`src/rtl/regset_bus_arbiter_if.sv`:
```
// Bus-arbitration bundle between the regset read-port arbiter and its requesters.
// The arbiter side uses the master modport. The requester/regset side uses the slave modport.
interface regset_bus_arbiter_if #(
  parameter int NUM_REQ = 4
);
  localparam int ID_W = $clog2(NUM_REQ);

  logic [NUM_REQ-1:0] i_req;
  logic [NUM_REQ-1:0] i_regSel;
  logic [NUM_REQ-1:0] o_gnt;
  logic [ID_W-1:0]    o_gntId;
  logic               o_busSel;
  logic               o_nBusEn;
  logic               o_busy;

  modport master (
    input  i_req, i_regSel,
    output o_gnt, o_gntId, o_busSel, o_nBusEn, o_busy
  );

  modport slave (
    output i_req, i_regSel,
    input  o_gnt, o_gntId, o_busSel, o_nBusEn, o_busy
  );
endinterface

```
`src/rtl/regset_bus_arbiter.sv`:
```
// Round-robin arbiter for the regset tri-state read bus, with bounded grant tenure.
// Define REGSET_ARB_TURNAROUND_EN to insert one dead bus cycle (TURN) on every owner release.
module regset_bus_arbiter #(
  parameter int NUM_REQ  = 4,
  parameter int MAX_HOLD = 8
) (
  input  logic                 i_clk,
  input  logic                 i_reset,
  regset_bus_arbiter_if.master bus
);
  localparam int          ID_W      = $clog2(NUM_REQ);
  localparam int unsigned NREQ_U    = NUM_REQ;
  localparam logic [7:0]  HOLD_LAST = 8'(MAX_HOLD - 1);

  typedef enum logic [1:0] {IDLE, GRANT, TURN} state_t;

  state_t             state_q, state_d;
  logic [NUM_REQ-1:0] gnt_q, gnt_d;
  logic [ID_W-1:0]    id_q, id_d;
  logic [ID_W-1:0]    rr_q, rr_d;
  logic [7:0]         hold_q, hold_d;

  logic               win_found;
  logic [ID_W-1:0]    win_id;
  logic [ID_W-1:0]    win_next;
  logic               others_req;
  logic               release_gnt;

  // The winner is the first requester at or above rr_q, wrapping around.
  always_comb begin
    int unsigned idx;
    idx       = 0;
    win_found = 1'b0;
    win_id    = '0;
    for (int unsigned k = 0; k < NREQ_U; k++) begin
      idx = (32'(rr_q) + k) % NREQ_U;
      if (!win_found && bus.i_req[ID_W'(idx)]) begin
        win_found = 1'b1;
        win_id    = ID_W'(idx);
      end
    end
    win_next   = (win_id == ID_W'(NUM_REQ - 1)) ? '0 : win_id + 1'b1;
    others_req = |(bus.i_req & ~gnt_q);
  end

  always_comb begin
    state_d     = state_q;
    gnt_d       = gnt_q;
    id_d        = id_q;
    rr_d        = rr_q;
    hold_d      = hold_q;
    release_gnt = 1'b0;
    case (state_q)
      IDLE, TURN: begin
        gnt_d  = '0;
        id_d   = '0;
        hold_d = '0;
        if (win_found) begin
          state_d        = GRANT;
          gnt_d[win_id]  = 1'b1;
          id_d           = win_id;
          rr_d           = win_next;
        end else begin
          state_d = IDLE;
        end
      end
      GRANT: begin
        if (hold_q != HOLD_LAST) hold_d = hold_q + 8'd1;
        release_gnt = !bus.i_req[id_q] || ((hold_q == HOLD_LAST) && others_req);
        if (release_gnt) begin
          gnt_d  = '0;
          id_d   = '0;
          hold_d = '0;
`ifdef REGSET_ARB_TURNAROUND_EN
          state_d = TURN;
`else
          // Direct handover: arbitrate in the release cycle so the bus never goes idle.
          if (win_found) begin
            state_d       = GRANT;
            gnt_d[win_id] = 1'b1;
            id_d          = win_id;
            rr_d          = win_next;
          end else begin
            state_d = IDLE;
          end
`endif
        end
      end
      default: begin
        state_d = IDLE;
        gnt_d   = '0;
        id_d    = '0;
        hold_d  = '0;
      end
    endcase
  end

  always_ff @(posedge i_clk) begin
    if (i_reset) begin
      state_q <= IDLE;
      gnt_q   <= '0;
      id_q    <= '0;
      rr_q    <= '0;
      hold_q  <= '0;
    end else begin
      state_q <= state_d;
      gnt_q   <= gnt_d;
      id_q    <= id_d;
      rr_q    <= rr_d;
      hold_q  <= hold_d;
    end
  end

  assign bus.o_gnt    = gnt_q;
  assign bus.o_gntId  = id_q;
  assign bus.o_busSel = (|gnt_q) ? bus.i_regSel[id_q] : 1'b0;
  assign bus.o_nBusEn = ~(|gnt_q);
  assign bus.o_busy   = (state_q != IDLE);

endmodule
```
`src/flat_wrapper.sv`:
```
// flat-port wrapper written by rule: the top's interface ports become plain ports
module regset_bus_arbiter_flat 
#(
  parameter int NUM_REQ  = 4,
  parameter int MAX_HOLD = 8
)
  (i_clk, i_reset, bus_i_req, bus_i_regSel, bus_o_gnt, bus_o_gntId, bus_o_busSel, bus_o_nBusEn, bus_o_busy);
  regset_bus_arbiter_if #(.NUM_REQ(NUM_REQ)) bus_i ();
  input  logic i_clk;
  input  logic i_reset;
  input wire logic [$bits(bus_i.i_req)-1:0] bus_i_req;
  input wire logic [$bits(bus_i.i_regSel)-1:0] bus_i_regSel;
  output wire logic [$bits(bus_i.o_gnt)-1:0] bus_o_gnt;
  output wire logic [$bits(bus_i.o_gntId)-1:0] bus_o_gntId;
  output wire logic [$bits(bus_i.o_busSel)-1:0] bus_o_busSel;
  output wire logic [$bits(bus_i.o_nBusEn)-1:0] bus_o_nBusEn;
  output wire logic [$bits(bus_i.o_busy)-1:0] bus_o_busy;
  assign bus_i.i_req = bus_i_req;
  assign bus_i.i_regSel = bus_i_regSel;
  assign bus_o_gnt = bus_i.o_gnt;
  assign bus_o_gntId = bus_i.o_gntId;
  assign bus_o_busSel = bus_i.o_busSel;
  assign bus_o_nBusEn = bus_i.o_nBusEn;
  assign bus_o_busy = bus_i.o_busy;
  regset_bus_arbiter #(.NUM_REQ(NUM_REQ), .MAX_HOLD(MAX_HOLD)) u_core (.i_clk(i_clk), .i_reset(i_reset), .bus(bus_i));
endmodule
```
`config.mk`:
```
export PLATFORM = sky130hd
export DESIGN_NAME = regset_bus_arbiter_flat
export DESIGN_NICKNAME = d
export VERILOG_FILES = /design/src/rtl/regset_bus_arbiter_if.sv /design/src/rtl/regset_bus_arbiter.sv /design/src/flat_wrapper.sv
export SDC_FILE = /design/constraint.sdc
export NUM_CORES = 1
export LEC_CHECK = 0
export CAP_MARGIN = 0
export CORE_UTILIZATION = 40
export CTS_CLUSTER_DIAMETER = 120
export DETAILED_ROUTE_END_ITERATION = 10
export PLACE_DENSITY_LB_ADDON = 0.1
export SYNTH_ARGS = -nofsm -noshare
export SYNTH_HDL_FRONTEND = slang
export SYNTH_SLANG_ARGS = --single-unit
export TNS_END_PERCENT = 100
```
`constraint.sdc`:
```
create_clock -name i_clk -period 3.7 [get_ports i_clk]
set_input_delay 0.74 -clock i_clk [delete_from_list [all_inputs] [get_ports i_clk]]
set_output_delay 0.74 -clock i_clk [all_outputs]
set_load 0.01 [all_outputs]
```
# == Word-level counts from Yosys, hierarchy flattened ==
# Cells that the tools add are included.
# classes
n_reduce_logical,18
magnitude_cmp,7
eq_ne,6
bitwise_logic,4
n_mux,36
add_sub_neg,5
# ops
operator,count
2-bit 2-to-1 mux,10
2-bit by 3-bit < comparator with 1-bit output (second input constant),6
1-bit 2-to-1 mux,13
1-bit binary-select mux with 2-bit select,6
2-bit case mux with 2 select lines,3
8-bit by 1-bit adder with 8-bit output (second input constant),1
8-bit by 3-bit == test with 1-bit output (second input constant),1
4-bit 2-to-1 mux,2
8-bit by 3-bit != test with 1-bit output (second input constant),1
4-bit case mux with 2 select lines,1
4-bit OR reduction,2
1-bit logical AND,5
2-bit by 1-bit adder with 2-bit output (second input constant),2
2-bit adder (second input constant),2
4-bit bitwise AND,1
2-bit == test (second input constant),2
1-bit logical NOT,4
4-bit NOT,1
2-bit nonzero test,2
3-bit OR reduction,1
1-bit demux with 2-bit select,1
2-bit by 1-bit == test with 1-bit output (second input constant),1
2-bit by 1-bit >= comparator with 1-bit output (second input constant),1
2-bit logical NOT,1
5 further kinds,6
# word_totals
wordCells,81
ff_bits,18

# == Longest topological paths before layout ==
# depth
ltp_word,19
mapped_depth,7

# == Least setup slack after synthesis ==
# Ideal clock, no wire load.
# synth_timing
path_kind,input -> output
startpoint,input port bus_i_regSel[3]
endpoint,output port bus_o_busSel
setup_slack_ns,1.625
required_time_ns,2.960
cell_stages,2
path_buffers,0
arrival_time_ns,1.335
cell_sequence,mux4_2 > nor2b_1
# synth_between
elab_chain_cells,3
# synth_lines
item,line_no,rtl
start: declaration,flat_wrapper.sv:12,input wire logic [$bits(bus_i.i_regSel)-1:0] bus_i_regSel;
1-bit binary-select mux with 2-bit select,regset_bus_arbiter.sv:116,assign bus.o_busSel = (|gnt_q) ? bus.i_regSel[id_q] : 1'b0;
1-bit 2-to-1 mux (implied by the code),regset_bus_arbiter.sv:116,
1-bit 2-to-1 mux,regset_bus_arbiter.sv:116,
end: declaration,flat_wrapper.sv:15,output wire logic [$bits(bus_i.o_busSel)-1:0] bus_o_busSel;
# No other way between the ends. The select of a mux whose other input is x is not followed.

# == Worst setup path after layout ==
# Ends and elaborated chain as after synthesis.

==> out/results.ini <==
[run_status]
status=complete, no violations

[cts]
cts_resized=0
clkTransAtPathRegs_ns=0.09
clk_latency_ns=0.28
cts_setup_buffers=0
cts_tree=yes
cts.htree.levels=1
clockBufferDepth=2
cts_hold_buffers=0
cts_inserted_buffers=3
numClockSinks=17
root_buffer=clkbuf_4

[die]
die_w_um=51.4
die_y_um=51.4
rows=17
core_area_um2=2250
initial_core_util=0.432
pin_count=19
die-area_um2=2640

[sta]
fmax_mhz=340
tightestPinTransition_ns=0.759
setup_tns_ns=0
clock_skew_ns=0.00322
slew_violations=0
hold_violations=0
relSlewSlack=0.491
post-route-min-period_ns=2.94
finalCritPeriodShare=0.795
rsz0062_at_grt=false
setup_viol=0

[global_routing]
antenna_found_initial=0
grt_usage=0.164
gr-total-overflow=0
grt.busiest_layer=met2
use_met2=0.255
grt_pass1_wl_mm=3.24
grt_max_degree=15
grt_pass1_vias=737
use_met1=0.223
grt_util_met3=0.0536

[run]
maxCapViolCount=0

[logic_synthesis]
syn_area_um2=975
syn-num-nets=118
yosys.area_share.simple=0.232
yosys-top-cells-count=dfxtp_1 (17), nand3_1 (9), nor2_1 (8)
synth_cells=103
ys_ff_latch=17
synth_flop_cell=dfxtp_1
synth_top_family_by_area=simple AND/OR/NAND/NOR gates
syn_area_per_cell_um2=9.46
yosys_warnings=0
synth_fa_ha_area_frac=0.0642
synth_compound_area_frac=0.168
synthXorXnorAreaFrac=0.0629
yosysMostFrequentCell=dfxtp_1
ys_seq_area_frac=0.349
muxShareOfSynthArea=0.0847
yosysTopAreaCell=dfxtp_1
synthDominantCellAreaShare=0.349
ys_types=38
synth_area_leaders=dfxtp_1 (35%), ha_1 (6.4%), mux2i_1 (6.2%)
synthArstFlopShare=0
synth_edf_count=0

[route]
drtIter0Drc=6
dr_total_vias=803
wl_per_cell_um=12.7
drt_wl_total_mm=1.90
drc=0
firstDrtPassIters=4
postRouteAntennaNets=0
viasPerCell=5.35

[final_layout]
layout-drive-gt1-share=0.0984
antennaDiodeCount=0
fin_nets=138
syn2layout_area_growth_pct=22.8
fill_cells=225
utilization=0.531

[critical_path]
rr_worst_depth=6
reg2reg_slack_ns=1.63
rr_startpoint=u_core.hold_q[0]
crit_path_max_incr_delay_ns=0.48
startpoint=bus_i_regSel[3]
cp_slowest_cell=clkdlybuf4s50_1
crit_path_frequent_cell=clkdlybuf4s50_1
reg2reg_to=u_core.bus.o_gntId[0]
cp-start-kind=input pin
endpoint_kind=output port
critical-path-top-delay-family=buffers and inverters
crit_chain=clkdlybuf4s50_1 > mux4_2 > nor2b_1 > clkdlybuf4s50_1
endpoint=bus_o_busSel
cp_max_fo=1
worst-path-stages=4
cp.buffers_inverters=2
worstSetupPathType=in2out
crit_required_ns=2.96
cp.arrival_ns=2.20

[place]
portBuffers=18
dp_hpwl_mm=1.41
gp_congestion=0.759

[power]
p_leak_nw=0.442
power.density_nw_per_um2=379
peakVddDrop_uv=248

[hold_path]
min-delay-path-class=reg2reg

## flip-flops by register name (all words and copies together) (netlist names)
register	count
u_core.bus.o_gnt	4
u_core.bus.o_gntId	2
u_core.hold_q	8
u_core.rr_q	2
u_core.state_q	1
## power by group
group          internal (mW)  switching [mW]
logic                 0.0746          0.0651
registers              0.198          0.0192
clock network         0.0419          0.0554
## placed cells by master, fill, tap and decap left out, types with 2 or more instances in the layout
| master | netlist | final |
|---|---|---|
| nand2b_1 | 3 | 3 |
| nor3_1 | 3 | 3 |
| nand3_1 | 9 | 9 |
| clkbuf_4 | 0 | 3 |
| xor2_1 | 5 | 5 |
| mux2i_1 | 6 | 6 |
| and3_1 | 2 | 2 |
| ha_1 | 5 | 5 |
| nor2_1 | 8 | 8 |
| nor2b_1 | 3 | 3 |
| dfxtp_1 | 17 | 17 |
| xnor2_1 | 2 | 2 |
| clkdlybuf4s50_1 | 0 | 18 |
| inv_1 | 5 | 5 |
| a21oi_1 | 7 | 7 |
| o211ai_1 | 3 | 3 |
## stage by stage
step                hold slack (ns)  cells  total power [mW]  cell area (µm²)  setup WS, ns
floorplan                     0.463    103             0.306              975          1.62
global placement              0.484    146             0.361             1170         0.761
detailed placement            0.497    146             0.362             1170         0.747
CTS                           0.521    150             0.462             1200         0.747
global route                  0.563    150             0.482             1200         0.717
finish                        0.518    150             0.454             1200         0.757
## layout make-up
| cell class | instances | area, µm² | share of cell area |
|---|---|---|---|
| Multi-Input combinational cell | 78 | 597 | 0.498 |
| Sequential cell | 17 | 340 | 0.284 |
| Timing Repair Buffer | 18 | 180 | 0.150 |
| Tap cell | 28 | 35.0 | 0.0293 |
| Clock buffer | 4 | 26.3 | 0.0219 |
| Inverter | 5 | 18.8 | 0.0157 |
## worst min path at each step
stage | startpoint | endpoint | slack [ns] | depth (start not counted)
2_1_floorplan | u_core.rr_q[0] | u_core.rr_q[0] | 0.46 | 1
3_5_place_dp | u_core.rr_q[0] | u_core.rr_q[0] | 0.50 | 1
6_report | u_core.rr_q[0] | u_core.rr_q[0] | 0.52 | 1
5_1_grt | u_core.bus.o_gnt[3] | u_core.bus.o_gnt[3] | 0.56 | 2
3_3_place_gp | u_core.rr_q[0] | u_core.rr_q[0] | 0.48 | 1
4_1_cts | u_core.rr_q[0] | u_core.rr_q[0] | 0.52 | 1
## worst register-to-register path: cells and delay by family (launching register included)
family / cells / cell delay, ns
simple gates: 3 / 0.44
fa+ha+maj: 1 / 0.28
flops: 1 / 0.42
compound gates: 1 / 0.55
mux: 1 / 0.25
## per-layer routing
| layer | part of all wire | routed length [µm] | up-vias |
|---|---|---|---|
| met2 | 0.44 | 843 | 16 |
| met1 | 0.51 | 979 | 376 |
| met5 | 0 | 0 | - |
| met3 | 0.034 | 65 | 2 |
| li1 | - | - | 409 |
| met4 | 0.0068 | 13 | 0 |
## cell families after synthesis
kind of cell | after synthesis
buf+inv | 8
compound gates | 20
flops | 17
simple gates | 39
fa+ha+maj | 5
xor+xnor | 7
mux | 7
No activity file was read; power rests on OpenSTA's default activity.
